**src/rtl/axi_pkg.sv**
```systemverilog
// Shared AXI4-Lite response codes and decoder
// state encoding.
package axi_pkg;

  typedef enum logic [1:0] {
    OKAY   = 2'b00,
    EXOKAY = 2'b01,
    SLVERR = 2'b10,
    DECERR = 2'b11
  } resp_e;

  typedef enum logic [3:0] {
    IDLE,
    AW_FWD,
    W_ACC,
    W_FWD,
    B_WAIT,
    B_RET,
    AR_FWD,
    R_WAIT,
    R_RET
  } dec_state_e;

  localparam logic [7:0] CNT_MAX = 8'hFF;

endpackage

```
**src/rtl/axi_addr_decode.sv**
```systemverilog
// Maps an address onto a slave index and a
// hit flag for the window starting at BASE_ADDR.
module axi_addr_decode #(
  parameter int ADDR_W = 32,
  parameter int NUM_SLAVES = 2,
  parameter logic [ADDR_W-1:0] BASE_ADDR = '0,
  parameter int REGION_BITS = 16,
  parameter int SEL_W = 1
) (
  input  logic [ADDR_W-1:0] addr,
  output logic [SEL_W-1:0]  sel,
  output logic              hit
);

  logic [ADDR_W-1:0] idx;

  assign idx = (addr - BASE_ADDR) >> REGION_BITS;
  assign sel = idx[SEL_W-1:0];
  assign hit = (addr >= BASE_ADDR)
            && (idx < ADDR_W'(NUM_SLAVES));

endmodule

```
**src/rtl/axi_slave_decoder.sv**
```systemverilog
// Single-outstanding AXI4-Lite 1:N decoder with
// DECERR termination of unmapped accesses.
module axi_slave_decoder #(
  parameter int NUM_SLAVES = 2,
  parameter int ADDR_W = 32,
  parameter int DATA_W = 32,
  parameter logic [ADDR_W-1:0] BASE_ADDR = 32'h0000_0000,
  parameter int REGION_BITS = 16
) (
  input  logic                         clk,
  input  logic                         rst,
  input  logic                         m_awvalid,
  output logic                         m_awready,
  input  logic [ADDR_W-1:0]            m_awaddr,
  input  logic                         m_wvalid,
  output logic                         m_wready,
  input  logic [DATA_W-1:0]            m_wdata,
  input  logic [DATA_W/8-1:0]          m_wstrb,
  output logic                         m_bvalid,
  input  logic                         m_bready,
  output logic [1:0]                   m_bresp,
  input  logic                         m_arvalid,
  output logic                         m_arready,
  input  logic [ADDR_W-1:0]            m_araddr,
  output logic                         m_rvalid,
  input  logic                         m_rready,
  output logic [DATA_W-1:0]            m_rdata,
  output logic [1:0]                   m_rresp,
  output logic [ADDR_W-1:0]            s_awaddr,
  output logic [ADDR_W-1:0]            s_araddr,
  output logic [DATA_W-1:0]            s_wdata,
  output logic [DATA_W/8-1:0]          s_wstrb,
  output logic [NUM_SLAVES-1:0]        s_awvalid,
  output logic [NUM_SLAVES-1:0]        s_wvalid,
  output logic [NUM_SLAVES-1:0]        s_bready,
  output logic [NUM_SLAVES-1:0]        s_arvalid,
  output logic [NUM_SLAVES-1:0]        s_rready,
  input  logic [NUM_SLAVES-1:0]        s_awready,
  input  logic [NUM_SLAVES-1:0]        s_wready,
  input  logic [NUM_SLAVES-1:0]        s_bvalid,
  input  logic [NUM_SLAVES-1:0]        s_arready,
  input  logic [NUM_SLAVES-1:0]        s_rvalid,
  input  logic [2*NUM_SLAVES-1:0]      s_bresp,
  input  logic [2*NUM_SLAVES-1:0]      s_rresp,
  input  logic [DATA_W*NUM_SLAVES-1:0] s_rdata,
  output logic [7:0]                   decerr_cnt
);
  import axi_pkg::*;

  localparam int SEL_W =
    (NUM_SLAVES > 1) ? $clog2(NUM_SLAVES) : 1;

  dec_state_e state, state_nx;

  logic [ADDR_W-1:0]     addr_q;
  logic [SEL_W-1:0]      sel_q;
  logic                  hit_q;
  logic [DATA_W-1:0]     wdata_q;
  logic [DATA_W/8-1:0]   wstrb_q;
  logic [DATA_W-1:0]     rdata_q;
  logic [1:0]            bresp_q;
  logic [1:0]            rresp_q;

  logic [SEL_W-1:0]      aw_sel, ar_sel;
  logic                  aw_hit, ar_hit;
  logic [NUM_SLAVES-1:0] sel_oh;
  logic                  aw_hs, ar_hs;
  logic                  b_hs, r_hs, dec_hs;
  logic                  awr_sel, wr_sel, arr_sel;
  logic                  bv_sel, rv_sel;
  logic [1:0]            bresp_sel, rresp_sel;
  logic [DATA_W-1:0]     rdata_sel;

  axi_addr_decode #(
    .ADDR_W      (ADDR_W),
    .NUM_SLAVES  (NUM_SLAVES),
    .BASE_ADDR   (BASE_ADDR),
    .REGION_BITS (REGION_BITS),
    .SEL_W       (SEL_W)
  ) u_aw_dec (
    .addr (m_awaddr),
    .sel  (aw_sel),
    .hit  (aw_hit)
  );

  axi_addr_decode #(
    .ADDR_W      (ADDR_W),
    .NUM_SLAVES  (NUM_SLAVES),
    .BASE_ADDR   (BASE_ADDR),
    .REGION_BITS (REGION_BITS),
    .SEL_W       (SEL_W)
  ) u_ar_dec (
    .addr (m_araddr),
    .sel  (ar_sel),
    .hit  (ar_hit)
  );

  assign sel_oh    = NUM_SLAVES'(1) << sel_q;
  assign awr_sel   = s_awready[sel_q];
  assign wr_sel    = s_wready[sel_q];
  assign arr_sel   = s_arready[sel_q];
  assign bv_sel    = s_bvalid[sel_q];
  assign rv_sel    = s_rvalid[sel_q];
  assign bresp_sel = s_bresp[2*sel_q +: 2];
  assign rresp_sel = s_rresp[2*sel_q +: 2];
  assign rdata_sel = s_rdata[DATA_W*sel_q +: DATA_W];

  // Write wins a same-cycle AW/AR collision.
  assign aw_hs = (state == IDLE) && m_awvalid;
  assign ar_hs = (state == IDLE) && m_arvalid
              && !m_awvalid;
  assign b_hs  = m_bvalid && m_bready;
  assign r_hs  = m_rvalid && m_rready;
  assign dec_hs =
    (b_hs && (bresp_q == DECERR))
    || (r_hs && (rresp_q == DECERR));

  always_ff @(posedge clk or negedge rst) begin
    if (!rst) state <= IDLE;
    else      state <= state_nx;
  end

  always_comb begin
    state_nx = state;
    unique case (state)
      IDLE: begin
        if (aw_hs)
          state_nx = aw_hit ? AW_FWD : W_ACC;
        else if (ar_hs)
          state_nx = ar_hit ? AR_FWD : R_RET;
      end
      AW_FWD: if (awr_sel) state_nx = W_ACC;
      W_ACC: begin
        if (m_wvalid)
          state_nx = hit_q ? W_FWD : B_RET;
      end
      W_FWD:  if (wr_sel)   state_nx = B_WAIT;
      B_WAIT: if (bv_sel)   state_nx = B_RET;
      B_RET:  if (m_bready) state_nx = IDLE;
      AR_FWD: if (arr_sel)  state_nx = R_WAIT;
      R_WAIT: if (rv_sel)   state_nx = R_RET;
      R_RET:  if (m_rready) state_nx = IDLE;
      default: state_nx = IDLE;
    endcase
  end

  always_comb begin
    m_awready = 1'b0;
    m_arready = 1'b0;
    m_wready  = 1'b0;
    m_bvalid  = 1'b0;
    m_rvalid  = 1'b0;
    s_awvalid = '0;
    s_wvalid  = '0;
    s_bready  = '0;
    s_arvalid = '0;
    s_rready  = '0;
    unique case (state)
      IDLE: begin
        m_awready = 1'b1;
        m_arready = !m_awvalid;
      end
      AW_FWD: s_awvalid = sel_oh;
      W_ACC:  m_wready  = 1'b1;
      W_FWD:  s_wvalid  = sel_oh;
      B_WAIT: s_bready  = sel_oh;
      B_RET:  m_bvalid  = 1'b1;
      AR_FWD: s_arvalid = sel_oh;
      R_WAIT: s_rready  = sel_oh;
      R_RET:  m_rvalid  = 1'b1;
      default: ;
    endcase
  end

  always_ff @(posedge clk or negedge rst) begin
    if (!rst) begin
      addr_q     <= '0;
      sel_q      <= '0;
      hit_q      <= 1'b0;
      wdata_q    <= '0;
      wstrb_q    <= '0;
      rdata_q    <= '0;
      bresp_q    <= OKAY;
      rresp_q    <= OKAY;
      decerr_cnt <= '0;
    end else begin
      if (aw_hs) begin
        addr_q <= m_awaddr;
        sel_q  <= aw_sel;
        hit_q  <= aw_hit;
      end else if (ar_hs) begin
        addr_q <= m_araddr;
        sel_q  <= ar_sel;
        hit_q  <= ar_hit;
        if (!ar_hit) begin
          rdata_q <= '0;
          rresp_q <= DECERR;
        end
      end
      if ((state == W_ACC) && m_wvalid) begin
        wdata_q <= m_wdata;
        wstrb_q <= m_wstrb;
        if (!hit_q) bresp_q <= DECERR;
      end
      if ((state == B_WAIT) && bv_sel)
        bresp_q <= bresp_sel;
      if ((state == R_WAIT) && rv_sel) begin
        rdata_q <= rdata_sel;
        rresp_q <= rresp_sel;
      end
      if (dec_hs && (decerr_cnt != CNT_MAX))
        decerr_cnt <= decerr_cnt + 8'd1;
    end
  end

  assign m_bresp  = bresp_q;
  assign m_rresp  = rresp_q;
  assign m_rdata  = rdata_q;
  assign s_awaddr = addr_q;
  assign s_araddr = addr_q;
  assign s_wdata  = wdata_q;
  assign s_wstrb  = wstrb_q;

endmodule

```
**config.mk**
```make
export PLATFORM = sky130hd
export DESIGN_NAME = axi_slave_decoder
export DESIGN_NICKNAME = d
export VERILOG_FILES = /design/src/rtl/axi_pkg.sv /design/src/rtl/axi_addr_decode.sv /design/src/rtl/axi_slave_decoder.sv
export SDC_FILE = /design/constraint.sdc
export NUM_CORES = 1
export LEC_CHECK = 0
export ABC_AREA = 1
export BUFFER_PORTS_ARGS = -buffer_cell sky130_fd_sc_hd__buf_2
export CAP_MARGIN = 10
export CORE_MARGIN = 5
export CORE_UTILIZATION = 33
export DETAILED_ROUTE_END_ITERATION = 10
export PLACE_DENSITY_LB_ADDON = 0.3
export SLEW_MARGIN = 20
export SYNTH_ARGS = -nofsm -noshare
export SYNTH_HDL_FRONTEND = slang
export SYNTH_HIERARCHICAL = 1
export SYNTH_SLANG_ARGS = --single-unit
```
**constraint.sdc**
```tcl
create_clock -name clk -period 2.8 [get_ports clk]
set_input_delay 0.14 -clock clk [delete_from_list [all_inputs] [get_ports clk]]
set_output_delay 0.14 -clock clk [all_outputs]
set_load 0.1 [all_outputs]
```
==> metrics.txt, run 1 <==
Syn-to-layout area delta=50.3%; post-synth cell types=36; Final Cycle Share=about 83%; via count=roughly 6500; I/O Buffers=347; setup TNS=0 ns; share of layout cells above drive strength 1=36.8%; crit path time final=2.32 ns; worst-path fanout max=32; Yosys top cell by area=dfrtp_1; synth top area cells=dfrtp_1, nand2_1, nor2_1; Reg area=2950 sq um; multi-input logic area=2580 sq um; Max Cap Viol=0; unrepaired setup endpoints after global routing=no; sequential cell area fraction in the yosys report=a little under half; CTS max path bufs=2; first-pass GRT wire length=35.1 mm; Synth Cell Area=6210 sq um; WP data arrival=2.61 ns; Die W=147 um; wire per inst=15.8 um; Worst setup SP type=register; post-route ant nets=0; Final Hold Viols=0; Die H=approximately 150 um; Setup CP Type=reg2reg; Synth top area share=roughly 48%; CTS buffer count=17; Worst-path clk slew=0.06 ns; area of the die=21700 sq um; clk root buf=clkbuf_16; initial antenna violation count=5; I/O pin cnt=roughly 350; GRT overflow=0; worst setup margin=0.481 ns; TritonCTS clock tree=yes; nets=approximately 1300; HPWL after detailed placement=15.6 mm; Starting DRT DRC Count=~260; post-cts gate resize count=0; Yosys warnings=6; worst clock skew=0.00929 ns; Worst EP required=3.09 ns; Setup crit end kind=register; Clk Latency, worst-skew pair=0.41 ns; Cell Rows=50; WL final=22.2 mm; Setup Buffers After CTS=0; Total Routing Usage GR=20.3%; Mapped Cells=764; Slew headroom=between 50% and 60%; Final Slew Violations=0; Core Region=around 19000 sq um; post-synthesis register bit count=around 120; pin count of the biggest net entering global routing=53; setup violators final=0; routability cong.=0.857; worst slack, placed=0.750 ns; Synth Net Count=954; Initial Util=33.3%; Max H-tree Level=4; Post-route DRC=0; vias in the first global route=approximately 6500; CTS Sinks=around 120; filler cell count=1802; Least-Margin Pin Slew=0.656 ns; status=completed; drt first pass iters=5; HP Class=in2reg; Fmax achieved=431 MHz; vias per inst=4.63; Syn Area/Cell=8.13 sq um
registers in the layout (all words and copies together), names as in the netlist:
register,cells
s_wstrb,4
sel_q,1
hit_q,1
m_bresp,2
state,4
s_wdata,32
m_rdata,32
s_araddr,32
decerr_cnt,8
m_rresp,2
synth_stat cells:
| cell type | instances |
|---|---|
| a21oi_1 | 37 |
| a22oi_2 | 1 |
| a2bb2oi_1 | 32 |
| and2_0 | 1 |
| and2_1 | 1 |
| buf_1 | 4 |
| buf_2 | 10 |
| buf_4 | 38 |
| buf_6 | 9 |
| clkbuf_1 | 7 |
| dfrtp_1 | 118 |
| ha_1 | 1 |
| inv_1 | 46 |
| inv_2 | 8 |
| nand2_1 | 261 |
| nand2_2 | 6 |
| nand2_4 | 1 |
| nand3_1 | 14 |
| nand3_2 | 1 |
| nand3_4 | 1 |
| nand3b_1 | 2 |
| nand4_1 | 6 |
| nor2_1 | 103 |
| nor2_2 | 3 |
| nor2_4 | 4 |
| nor3_1 | 2 |
| o21a_1 | 2 |
| o21ai_0 | 1 |
| o21ai_1 | 2 |
| o221a_2 | 1 |
| o22ai_2 | 1 |
| o31ai_1 | 17 |
| o31ai_2 | 15 |
| or2_1 | 1 |
| xnor2_1 | 4 |
| xor2_1 | 3 |
per-layer routing:
layer | GRT usage [%] | vias up | wire length, um
li1 | - | 3214 | -
met5 | 0 | - | 41
met1 | 25.7 | 3033 | 9500
met4 | 6.66 | 6 | 433
met3 | 5.61 | 31 | 1440
met2 | 33.5 | 237 | 10800
final cells by class:
| cell class | count | area share (%) |
|---|---|---|
| Clock buffer | 17 | 4.56 |
| Inverter | 54 | 2.17 |
| Clock inverter | 15 | 1.82 |
| Antenna cell | 2 | 0.0536 |
| Multi-Input combinational cell | 524 | 27.7 |
| Timing Repair Buffer | 444 | 28.9 |
| Tap cell | 234 | 3.14 |
| Sequential cell | 118 | 31.6 |
worst paths after layout:
kind	from	endpoint	slack, ns	cells past startpoint
max in group asynchronous	rst	s_araddr[17]	1.68	3
hold / removal	s_rdata[15]	m_rdata[15]	0.02	3
setup reg to reg	state[2]	s_araddr[13]	0.48	7
setup / recovery	state[2]	s_araddr[13]	0.48	7
min in group asynchronous	rst	s_araddr[3]	0.31	2
hold reg to reg	m_rdata[24]	m_rdata[24]	0.47	2
critical path, cell delays in order, from the launching register on:
cell and delay (ns):
dfrtp_1 0.48, nor2_4 0.23, nand2_2 0.13, nor2_4 0.20, inv_2 0.27, a21oi_1 0.24
a2bb2oi_1 0.08, dlygate4sd3_1 0.57
what timing repair did:
| action | CTS | global route |
|---|---|---|
| endpoints found under the setup margin | 0 | 0 |
| hold buffers | 89 | 0 |
| hold endpoints to repair | 121 | 0 |
placed cells by master (no fill, tap or decap), drive strengths merged, types with 2 or more instances in the layout:
| cell type | Yosys | routed |
|---|---|---|
| inv | 54 | 59 |
| nand3b | 2 | 2 |
| a21oi | 37 | 37 |
| and2 | 2 | 2 |
| xor2 | 3 | 3 |
| clkbuf | 7 | 17 |
| nand2 | 268 | 268 |
| a2bb2oi | 32 | 32 |
| bufinv | 0 | 2 |
| dlygate4sd3 | 0 | 89 |
| o31ai | 32 | 32 |
| buf | 61 | 355 |
| o21a | 2 | 2 |
| clkinv | 0 | 7 |
| nand3 | 16 | 16 |
| dfrtp | 118 | 118 |
| diode | 0 | 2 |
| o21ai | 3 | 3 |
| nor3 | 2 | 2 |
| nor2 | 110 | 110 |
| nand4 | 6 | 6 |
| xnor2 | 4 | 4 |
per-stage QoR:
stage,hold slack [ns],instances,instance area (sq um),utilization [%]
6_report,0.0227,1408,9340,50.1
5_1_grt,0.00434,1408,9340,50.1
4_1_cts,0.000868,1406,9330,50.1
3_5_place_dp,0.219,1285,7850,42.1
3_3_place_gp,0.204,1285,7850,42.1
2_1_floorplan,-0.156,764,6220,-
logic make-up after synthesis:
group / after synthesis / share of synthesized area, %
XOR/XNOR: 7 / 0.987
AO/OA/AOI/OAI: 109 / 13.6
buffers and inverters: 122 / 11.0
AND/OR/NAND/NOR: 407 / 26.7
adder cells (fa/ha/maj): 1 / 0.201
flip-flops: 118 / 47.5
Power of run 1 is left out: the tool's default activity adds up to more than one toggle a clock period on the data nets, which glitch-free logic cannot reach.
==> run 2: changes to the inputs <==
Clock period 2.8 ns to 2.4 ns, I/O delays scaled along.
==> metrics.txt, run 2 (synthesized netlist as in run 1, its figures left out) <==
status=completed; unrepaired setup endpoints after global routing=no; multi-input logic area=2590 sq um (+0.34%); Worst EP required=2.28 ns (-0.81 ns); vias per inst=4.63 (about the same); Die W=147 um (unchanged); Least-Margin Pin Slew=0.624 ns (-0.0324 ns); pin count of the biggest net entering global routing=64 (+21%); routability cong.=0.904 (+5.5%); HP Class=in2reg; via count=6623 (+1.6%); commonest non-fill, non-tap cells in the layout=buf_2, nand2_1, dfrtp_1, dlygate4sd3_1, nor2_1; share of layout cells above drive strength 1=36.5% (-0.29 points); Post-route DRC=0 (unchanged); Die H=147 um (unchanged); Reg area=2950 sq um (unchanged); Fmax achieved=452 MHz; vias in the first global route=6887 (+5.4%); CTS buffer count=17 (unchanged); drt first pass iters=4 (-1); WP data arrival=2.09 ns (-0.52 ns); Setup crit end kind=output port; first-pass GRT wire length=35.7 mm (+1.8%); Initial Util=33.3% (unchanged); Worst setup SP type=register; nets=1372 (+1.7%); area of the die=21700 sq um (unchanged); WL final=22.3 mm (+0.55%); Final Cycle Share=92.2%; HPWL after detailed placement=16.1 mm (+3.1%); Final Slew Violations=0 (unchanged); R2R Setup Slk=0.20 ns (-0.28 ns); I/O Buffers=347 (unchanged); CTS Sinks=118 (unchanged); setup violators final=0 (unchanged); clk root buf=clkbuf_16; GRT overflow=0 (unchanged); Worst-path clk slew=0.06 ns (about the same); Total Routing Usage GR=20.5% (+0.22 points); wire per inst=15.6 um (-0.99%); post-route ant nets=0 (unchanged); commonest non-fill, non-tap cell in the layout=buf_2; worst clock skew=0.00936 ns (+0.0000673 ns); Setup Buffers After CTS=0 (unchanged); Final Util=51.7% (+1.6 points); Syn-to-layout area delta=55.1%; Core Region=18600 sq um (unchanged); Slew headroom=58.3% (+2.1 points); Clk Latency, worst-skew pair=0.41 ns (about the same); I/O pin cnt=348 (unchanged); Max H-tree Level=4 (unchanged); Starting DRT DRC Count=341 (+30%); initial antenna violation count=3 (-2); crit path time final=about 2.2 ns; post-cts gate resize count=0 (unchanged); Max Cap Viol=0 (unchanged); worst-path fanout max=7 (-78%); filler cell count=1778 (-1.3%); Cell Rows=50 (unchanged); CTS max path bufs=2 (unchanged); Setup CP Type=reg2out; TritonCTS clock tree=yes; Final Hold Viols=0 (unchanged)
## run 2: cell count changes in the layout (fill, tap and decap cells not counted), moves of 4 or more
cell and delta:
buf_12 +5, buf_2 -5, buf_4 +4, dlygate4sd3_1 +19
## run 2: worst max-delay path, cell delays in order (launching register included)
cell and delay [ns]:
dfrtp_1 0.54, inv_2 0.06, nor2_1 0.23, nand2_1 0.26
nor2_1 0.15, buf_2 0.44
## run 2: per-layer routing
layer / GRT usage [%] / wire length [um]
met3: 5.83 / 1490
met4: 7.46 / 652
met1: 25.6 / 9460
met5: 0 / 21
met2: 33.9 / 10700
## run 2: layout make-up
cell class | instances | share of cell area, %
Timing Repair Buffer | 467 | 31.1
Sequential cell | 118 | 30.7
Multi-Input combinational cell | 524 | 26.9
Clock buffer | 17 | 4.41
Tap cell | 234 | 3.04
Inverter | 54 | 2.10
Clock inverter | 15 | 1.77
Antenna cell | 1 | 0.0260
## run 2: final timing paths
kind / start / end / depth (start not counted)
setup / recovery: state[2] / s_bready[0] / 5
hold / removal: s_rdata[11] / m_rdata[11] / 3
setup reg to reg: state[2] / s_araddr[7] / 7
hold reg to reg: s_wdata[6] / s_wdata[6] / 2
max in group asynchronous: rst / m_rdata[22] / 3
min in group asynchronous: rst / s_araddr[8] / 2
## run 2: through the flow
step	worst slack [ns]	hold WS, ns	setup TNS [ns]	cells	cell area, sq um
finish	0.188	0.0118	0	1430	9640
global route	0.0172	0.00524	0	1430	9640
CTS	0.172	0.0000525	0	1429	9640
detailed placement	0.461	0.154	0	1289	7960
global placement	0.491	0.147	0	1289	7960
floorplan	-0.0156	-0.176	-0.282	764	6230
## run 2: repair_timing
item / in CTS / in global routing
endpoints found under the setup margin: 0 / 0
hold buffers: 108 / 0
hold endpoints to repair: 129 / 0
Power of run 2 is left out for the same reason.
